==> src/rtl/w_backward_pkg.sv <==
// -----------------------------------------------------------------------------
// w_backward_pkg
// Shared definitions for the AXI4 write-response (B) packing path:
//   - field widths and bit positions of the 14-bit packed B word
//   - skid-buffer occupancy states
//   - AXI write-response encodings
//   - helpers to pack a beat and to classify a response as an error
// -----------------------------------------------------------------------------
package w_backward_pkg;

    localparam int B_ID_W   = 8;
    localparam int B_RESP_W = 2;
    localparam int B_USER_W = 4;
    localparam int B_PACK_W = 14;

    // Bit positions inside the packed word {BID, BRESP, BUSER}
    localparam int B_USER_LSB = 0;
    localparam int B_USER_MSB = 3;
    localparam int B_RESP_LSB = 4;
    localparam int B_RESP_MSB = 5;
    localparam int B_ID_LSB   = 6;
    localparam int B_ID_MSB   = 13;

    // Occupancy of the 2-entry skid buffer
    typedef enum logic [1:0] {
        ST_EMPTY = 2'd0,
        ST_ONE   = 2'd1,
        ST_FULL  = 2'd2
    } skid_state_e;

    // AXI write-response encodings
    localparam logic [B_RESP_W-1:0] RESP_OKAY   = 2'b00;
    localparam logic [B_RESP_W-1:0] RESP_EXOKAY = 2'b01;
    localparam logic [B_RESP_W-1:0] RESP_SLVERR = 2'b10;
    localparam logic [B_RESP_W-1:0] RESP_DECERR = 2'b11;

    // Pack the B fields into one bus-internal word
    function automatic logic [B_PACK_W-1:0] pack_b(
        input logic [B_ID_W-1:0]   id,
        input logic [B_RESP_W-1:0] resp,
        input logic [B_USER_W-1:0] user
    );
        return {id, resp, user};
    endfunction

    // SLVERR and DECERR both have the upper response bit set
    function automatic logic resp_is_error(input logic [B_RESP_W-1:0] resp);
        return resp[1];
    endfunction

endpackage

==> src/rtl/b_skid_buffer.sv <==
// -----------------------------------------------------------------------------
// b_skid_buffer
// Generic 2-entry skid buffer. All outputs are registered, so there is no
// combinational path from in_valid/out_ready to in_ready/out_valid, yet one
// beat per cycle is sustained while the consumer keeps out_ready high.
//
// Parameters:
//   W          payload width
// Ports:
//   clk        clock, rising edge
//   reset      synchronous active-high reset; discards stored beats
//   in_data    input payload
//   in_valid   input valid
//   in_ready   registered input ready (0 out of reset, 0 when both entries full)
//   out_data   registered output payload (held while out_valid && !out_ready)
//   out_valid  registered output valid
//   out_ready  consumer accept
// -----------------------------------------------------------------------------
module b_skid_buffer
    import w_backward_pkg::*;
#(
    parameter int W = 14
) (
    input  logic         clk,
    input  logic         reset,
    input  logic [W-1:0] in_data,
    input  logic         in_valid,
    output logic         in_ready,
    output logic [W-1:0] out_data,
    output logic         out_valid,
    input  logic         out_ready
);

    skid_state_e  state_r;
    skid_state_e  state_nxt_s;
    logic [W-1:0] out_data_r;
    logic [W-1:0] skid_data_r;
    logic         out_valid_r;
    logic         in_ready_r;

    logic         accept_s;
    logic         fire_s;
    logic         load_out_in_s;
    logic         load_out_skid_s;
    logic         load_skid_s;

    assign accept_s = in_valid && in_ready_r;
    assign fire_s   = out_valid_r && out_ready;

    // Next-state and datapath load selection
    always_comb begin
        state_nxt_s     = state_r;
        load_out_in_s   = 1'b0;
        load_out_skid_s = 1'b0;
        load_skid_s     = 1'b0;
        case (state_r)
            ST_EMPTY: begin
                if (accept_s) begin
                    load_out_in_s = 1'b1;
                    state_nxt_s   = ST_ONE;
                end else begin
                    state_nxt_s   = ST_EMPTY;
                end
            end
            ST_ONE: begin
                if (accept_s && fire_s) begin
                    // OUT drains and refills in the same edge
                    load_out_in_s = 1'b1;
                    state_nxt_s   = ST_ONE;
                end else if (accept_s) begin
                    // OUT is stalled, park the new beat in SKID
                    load_skid_s   = 1'b1;
                    state_nxt_s   = ST_FULL;
                end else if (fire_s) begin
                    state_nxt_s   = ST_EMPTY;
                end else begin
                    state_nxt_s   = ST_ONE;
                end
            end
            ST_FULL: begin
                // in_ready is low here, so only a drain can happen
                if (fire_s) begin
                    load_out_skid_s = 1'b1;
                    state_nxt_s     = ST_ONE;
                end else begin
                    state_nxt_s     = ST_FULL;
                end
            end
            default: begin
                state_nxt_s = ST_EMPTY;
            end
        endcase
    end

    // State, flags and storage registers
    always_ff @(posedge clk) begin
        if (reset) begin
            state_r     <= ST_EMPTY;
            out_valid_r <= 1'b0;
            in_ready_r  <= 1'b0;
            out_data_r  <= {W{1'b0}};
            skid_data_r <= {W{1'b0}};
        end else begin
            state_r     <= state_nxt_s;
            out_valid_r <= (state_nxt_s != ST_EMPTY);
            in_ready_r  <= (state_nxt_s != ST_FULL);
            if (load_out_in_s) begin
                out_data_r <= in_data;
            end else if (load_out_skid_s) begin
                out_data_r <= skid_data_r;
            end else begin
                out_data_r <= out_data_r;
            end
            if (load_skid_s) begin
                skid_data_r <= in_data;
            end else begin
                skid_data_r <= skid_data_r;
            end
        end
    end

    assign in_ready  = in_ready_r;
    assign out_data  = out_data_r;
    assign out_valid = out_valid_r;

endmodule

==> config.mk <==
export PLATFORM = sky130hd
export DESIGN_NAME = b_skid_buffer
export DESIGN_NICKNAME = d
export VERILOG_FILES = /design/src/rtl/w_backward_pkg.sv /design/src/rtl/b_skid_buffer.sv
export SDC_FILE = /design/constraint.sdc
export NUM_CORES = 1
export LEC_CHECK = 0
export ABC_AREA = 1
export CAP_MARGIN = 15
export CELL_PAD_IN_SITES_DETAIL_PLACEMENT = 1
export CELL_PAD_IN_SITES_GLOBAL_PLACEMENT = 2
export CORE_UTILIZATION = 29
export CTS_BUF_LIST = sky130_fd_sc_hd__clkbuf_8
export DETAILED_ROUTE_END_ITERATION = 12
export GPL_TIMING_DRIVEN = 0
export HOLD_SLACK_MARGIN = 0.08
export PLACE_DENSITY_LB_ADDON = 0.25
export SYNTH_ARGS = -nofsm -noshare
export SYNTH_HDL_FRONTEND = slang
export SYNTH_SLANG_ARGS = --single-unit
==> constraint.sdc <==
create_clock -name clk -period 2.3 [get_ports clk]
set_input_delay 0.46 -clock clk [delete_from_list [all_inputs] [get_ports clk]]
set_output_delay 0.46 -clock clk [all_outputs]
set_load 0.01 [all_outputs]
* Yosys cells after proc, flatten, opt, wreduce, memory -nomap -nowiden *
Index checks and enable logic that the tools add are counted.

operators by class
  equal/unequal tests = 3
  mux-type cells = 15
  reductions and logical operators = 6

operator list
  operator            count
  $mux 14             2
  $mux 1              8
  $mux 2              3
  $pmux 2 s3          1
  $reduce_bool 2->1   2
  $logic_and 1x1->1   3
  $eq 2x1->1 const B  1
  $eq 2x2->1 const B  1
  $logic_not 2->1     1
  $ne 2x2->1 const B  1
  $pmux 1 s2          1

word-level totals
  bits in registers = 32
  output and inout port bits = 16
  logic and storage cells = 29

* Logic depth before layout (Yosys ltp) *
  word-level depth = 6
  gate-level depth with buffers = 10
  mapped depth without buffers = 9

* Worst setup path after synthesis *
Ideal clock, no wire load.

  path kind = input -> register
  from = in out_ready
  to = reg out_data_r[4] (netlist: out_data[4])
  setup time = 0.128 ns
  data arrival time = 1.355 ns
  required time = 2.172 ns
  path slack = 0.818 ns
  cell stages on the path = 10
  cells stage by stage = nand2_1 -> inv_2 -> ha_1 -> nand3_1 -> nand2_2 -> buf_4 -> nand2_1 -> nand2_1 -> nor2_1 -> nor2_1

between the ends
  word-level cells in the longest chain between the ends = 5
  elaborated cells on any way between the ends = 8
  those cells by class = mux: 5; reduce/logical: 3

ends and longest elaborated chain
  element                                              RTL line              RTL
  start, declared                                      b_skid_buffer.sv:31   input logic out_ready
  $logic_and 1x1->1 (*)                                b_skid_buffer.sv:48   assign fire_s = out_valid_r && out_ready;
  $logic_and 1x1->1                                    b_skid_buffer.sv:66   if (accept_s && fire_s) begin
  $mux 1                                               b_skid_buffer.sv:66
  $pmux 1 s2                                           b_skid_buffer.sv:56   case (state_r)
  $mux 14 / $reduce_bool 2->1 (equally long branches)  --
  end signal, assigned                                 b_skid_buffer.sv:108  out_data_r <= in_data;
  end signal, assigned                                 b_skid_buffer.sv:110  out_data_r <= skid_data_r;
  end signal, assigned                                 b_skid_buffer.sv:112  out_data_r <= out_data_r;
  end, declared                                        b_skid_buffer.sv:36   logic [W-1:0] out_data_r;

Every way passes the cells marked *; elsewhere a longest branch is shown, timed or not.
A chain may end at the register's enable or synchronous reset.

* Worst setup path in the final report *
  from = in out_ready
  to = reg skid_data_r[12]

between the ends
  word-level cells in the longest chain between the ends = 4

ends and longest elaborated chain
  element               RTL line              RTL
  $logic_and 1x1->1     b_skid_buffer.sv:48
  $logic_and 1x1->1     b_skid_buffer.sv:66
  $mux 1                b_skid_buffer.sv:66
  $mux 1                b_skid_buffer.sv:56
  end signal, assigned  b_skid_buffer.sv:102  skid_data_r <= {W{1'b0}};
  end signal, assigned  b_skid_buffer.sv:115  skid_data_r <= in_data;
  end signal, assigned  b_skid_buffer.sv:117  skid_data_r <= skid_data_r;
  end, declared         b_skid_buffer.sv:37   logic [W-1:0] skid_data_r;

No other way between the ends.

==> metrics.txt <==
Hold Slack=464 ps; PortBufs=33; WL per Instance=11.5 µm; most common cell after layout, fill and taps aside=nand2_1; Max Cap Viol=0; Placer Congestion=0.685; f_max=538 MHz; First-pass DRT Iterations=10; WP data required=2510 ps; Initial DRC Count=44; failing checks=design-rule violations; RSZ-0062 raised after global routing=no; vias per cell=4.34; post-cts sizing count=0; Setup violations, final=0; final antenna-violating net count=0; vias after detailed routing=1,303; critical path type=input port to flip-flop; fraction of layout cells with a size suffix above 1=0.0806; syn nets=227; TritonCTS buffer count=5; final net count=267; design area=1880 µm²; CP bufs+invs=2; max-slew violation count=0; Setup Skew=8.66 ps; status=finished, violations left; Diodes inserted=0; hold crit path type=flip-flop to flip-flop; CP startpoint kind=input port; Die Ht=71.0 µm; Final Hold Vio Count=0; register area share after synthesis=0.464; crit path DAT=2070 ps; level count of the clock H-tree=2; initial core utilization=0.309; Netlist cell types=14; HPWL Detailed=2450 µm; Worst-Skew Late Latency=290 ps; Crit path max-delay family=buffers and inverters; crit end category=flip-flop; total global routing overflow=0; mapped cell area=1380 µm²; final WL=3440 µm; die footprint=5040 µm²; most frequent cell on the critical path=nand2_1; Crit path largest cell delay=450 ps; TNS Setup=0 ps; Slew HR=0.671; # rows=24; Tmin final=1860 ps; DP Area=1780 µm²; clk slew on worst S/H paths=60 ps; root buffer cell=clkbuf_8; CP Max Fanout=10; synth warn=0; Clock Path Buffers=2; synthesis-to-finish area growth=36.4%; CTS tree=done; crit path cell chain=clkdlybuf4s50_1 -> nand2_1 -> ha_1 -> nand3_2 -> clkbuf_1 -> nand2_1 -> a21oi_1; core area=4470 µm²; first-pass GRT wire length=5680 µm; postcts setup bufs=0; worst-margin pin slew=493 ps; synthesized flop and latch total=32; worst vdd ir=330 µV; number of global-route vias before repair=1,270; largest net degree at the start of global routing=11; Post-CTS Hold Fix Bufs=0; Total GRT Usage=0.150; IO Pins=34; CTS sink count=32; final period utilization=0.808; Crit-path slowest cell=clkdlybuf4s50_1; initial antenna violation count=0; DIE WIDTH=71.0 µm; Post-route DRC=2; leakage=0.815 nW; most frequent cells in the layout=75 x nand2_1, 45 x nor2_1, 33 x clkdlybuf4s50_1; mean area per synthesized cell=6.67 µm²; Mapped Cells=207; Power Density=723 nW/µm²
==> area by class of cell <==
type	instances	area [µm²]
timing repair buffer	33	330
multi-input combinational	146	609
inverter	21	78.8
buffer	8	52.6
clock inverter	3	38.8
sequential	32	641
clock buffer	5	68.8
fill	574	2590
tap	52	65.1
==> cell usage after synthesis <==
cell / instances / share of area
o21ai_0: 1 / 0.0036
buf_4: 2 / 0.011
a21oi_1: 15 / 0.054
ha_1: 2 / 0.018
nand3_2: 2 / 0.014
clkbuf_1: 4 / 0.011
nand2_2: 3 / 0.014
nand3_1: 3 / 0.011
inv_2: 4 / 0.011
nor2_1: 45 / 0.12
inv_1: 17 / 0.046
nand2_1: 75 / 0.20
buf_6: 2 / 0.016
dfxtp_1: 32 / 0.46
==> cell families (layout without fill, tap and decap cells) <==
kind of cell | count (synthesis) | in the layout | share of synthesized area
and+or+nand+nor | 128 | 128 | 0.365
buffers and inverters | 29 | 70 | 0.0951
DFF | 32 | 32 | 0.464
adders and majority gates | 2 | 2 | 0.0181
AOI/OAI and AO/OA | 16 | 16 | 0.0580
==> sequential cells by signal, indices dropped and copies added, names as in the netlist <==
name,count
in_ready,1
state_r,2
skid_data_r,14
out_data,14
out_valid,1
==> stage by stage <==
stage / instances / worst slack, ps / power [W] / utilization
final: 300 / 441 / 0.00136 / 0.421
after global routing: 300 / 345 / 0.00143 / 0.421
after CTS: 300 / 426 / 0.00138 / 0.421
after detailed placement: 292 / 135 / 0.000843 / 0.397
after global placement: 292 / 204 / 0.000840 / 0.397
after floorplan: 207 / 818 / 0.000732 / -
==> layer usage <==
layer | share of wire | vias up | GRT usage | routed length (µm)
li1 | - | 696 | - | -
met1 | 0.48 | 573 | 0.172 | 1640
met2 | 0.45 | 26 | 0.245 | 1570
met3 | 0.045 | 8 | 0.0527 | 156
met4 | 0.025 | 0 | 0.0822 | 85
met5 | 0 | - | 0 | 0
==> power breakdown <==
part | internal [W] | switching, W | total, W | leakage (nW)
clock network | 0.000317 | 0.000219 | 0.000535 | 0.0593
logic | 0.000109 | 0.000115 | 0.000223 | 0.495
registers | 0.000587 | 0.0000169 | 0.000603 | 0.260
total | 0.00101 | 0.000350 | 0.00136 | 0.815
==> worst reg2reg max path, stage by stage, from the launching register on <==
cell and delay (ps):
dfxtp_1 330, nand2_1 110, ha_1 240, nand3_2 140, clkbuf_1 390, nand2_1 110
a21oi_1 180
==> final timing paths <==
kind                                   endpoint  slack, ps           start  cells after the start
worst max-delay path            skid_data_r[12]        440       out_ready                      7
worst min-delay path             skid_data_r[8]        460  skid_data_r[8]                      2
worst max register to register  skid_data_r[12]        730       out_valid                      6
worst min register to register   skid_data_r[8]        460  skid_data_r[8]                      2
(Power assumes the default switching activity.)
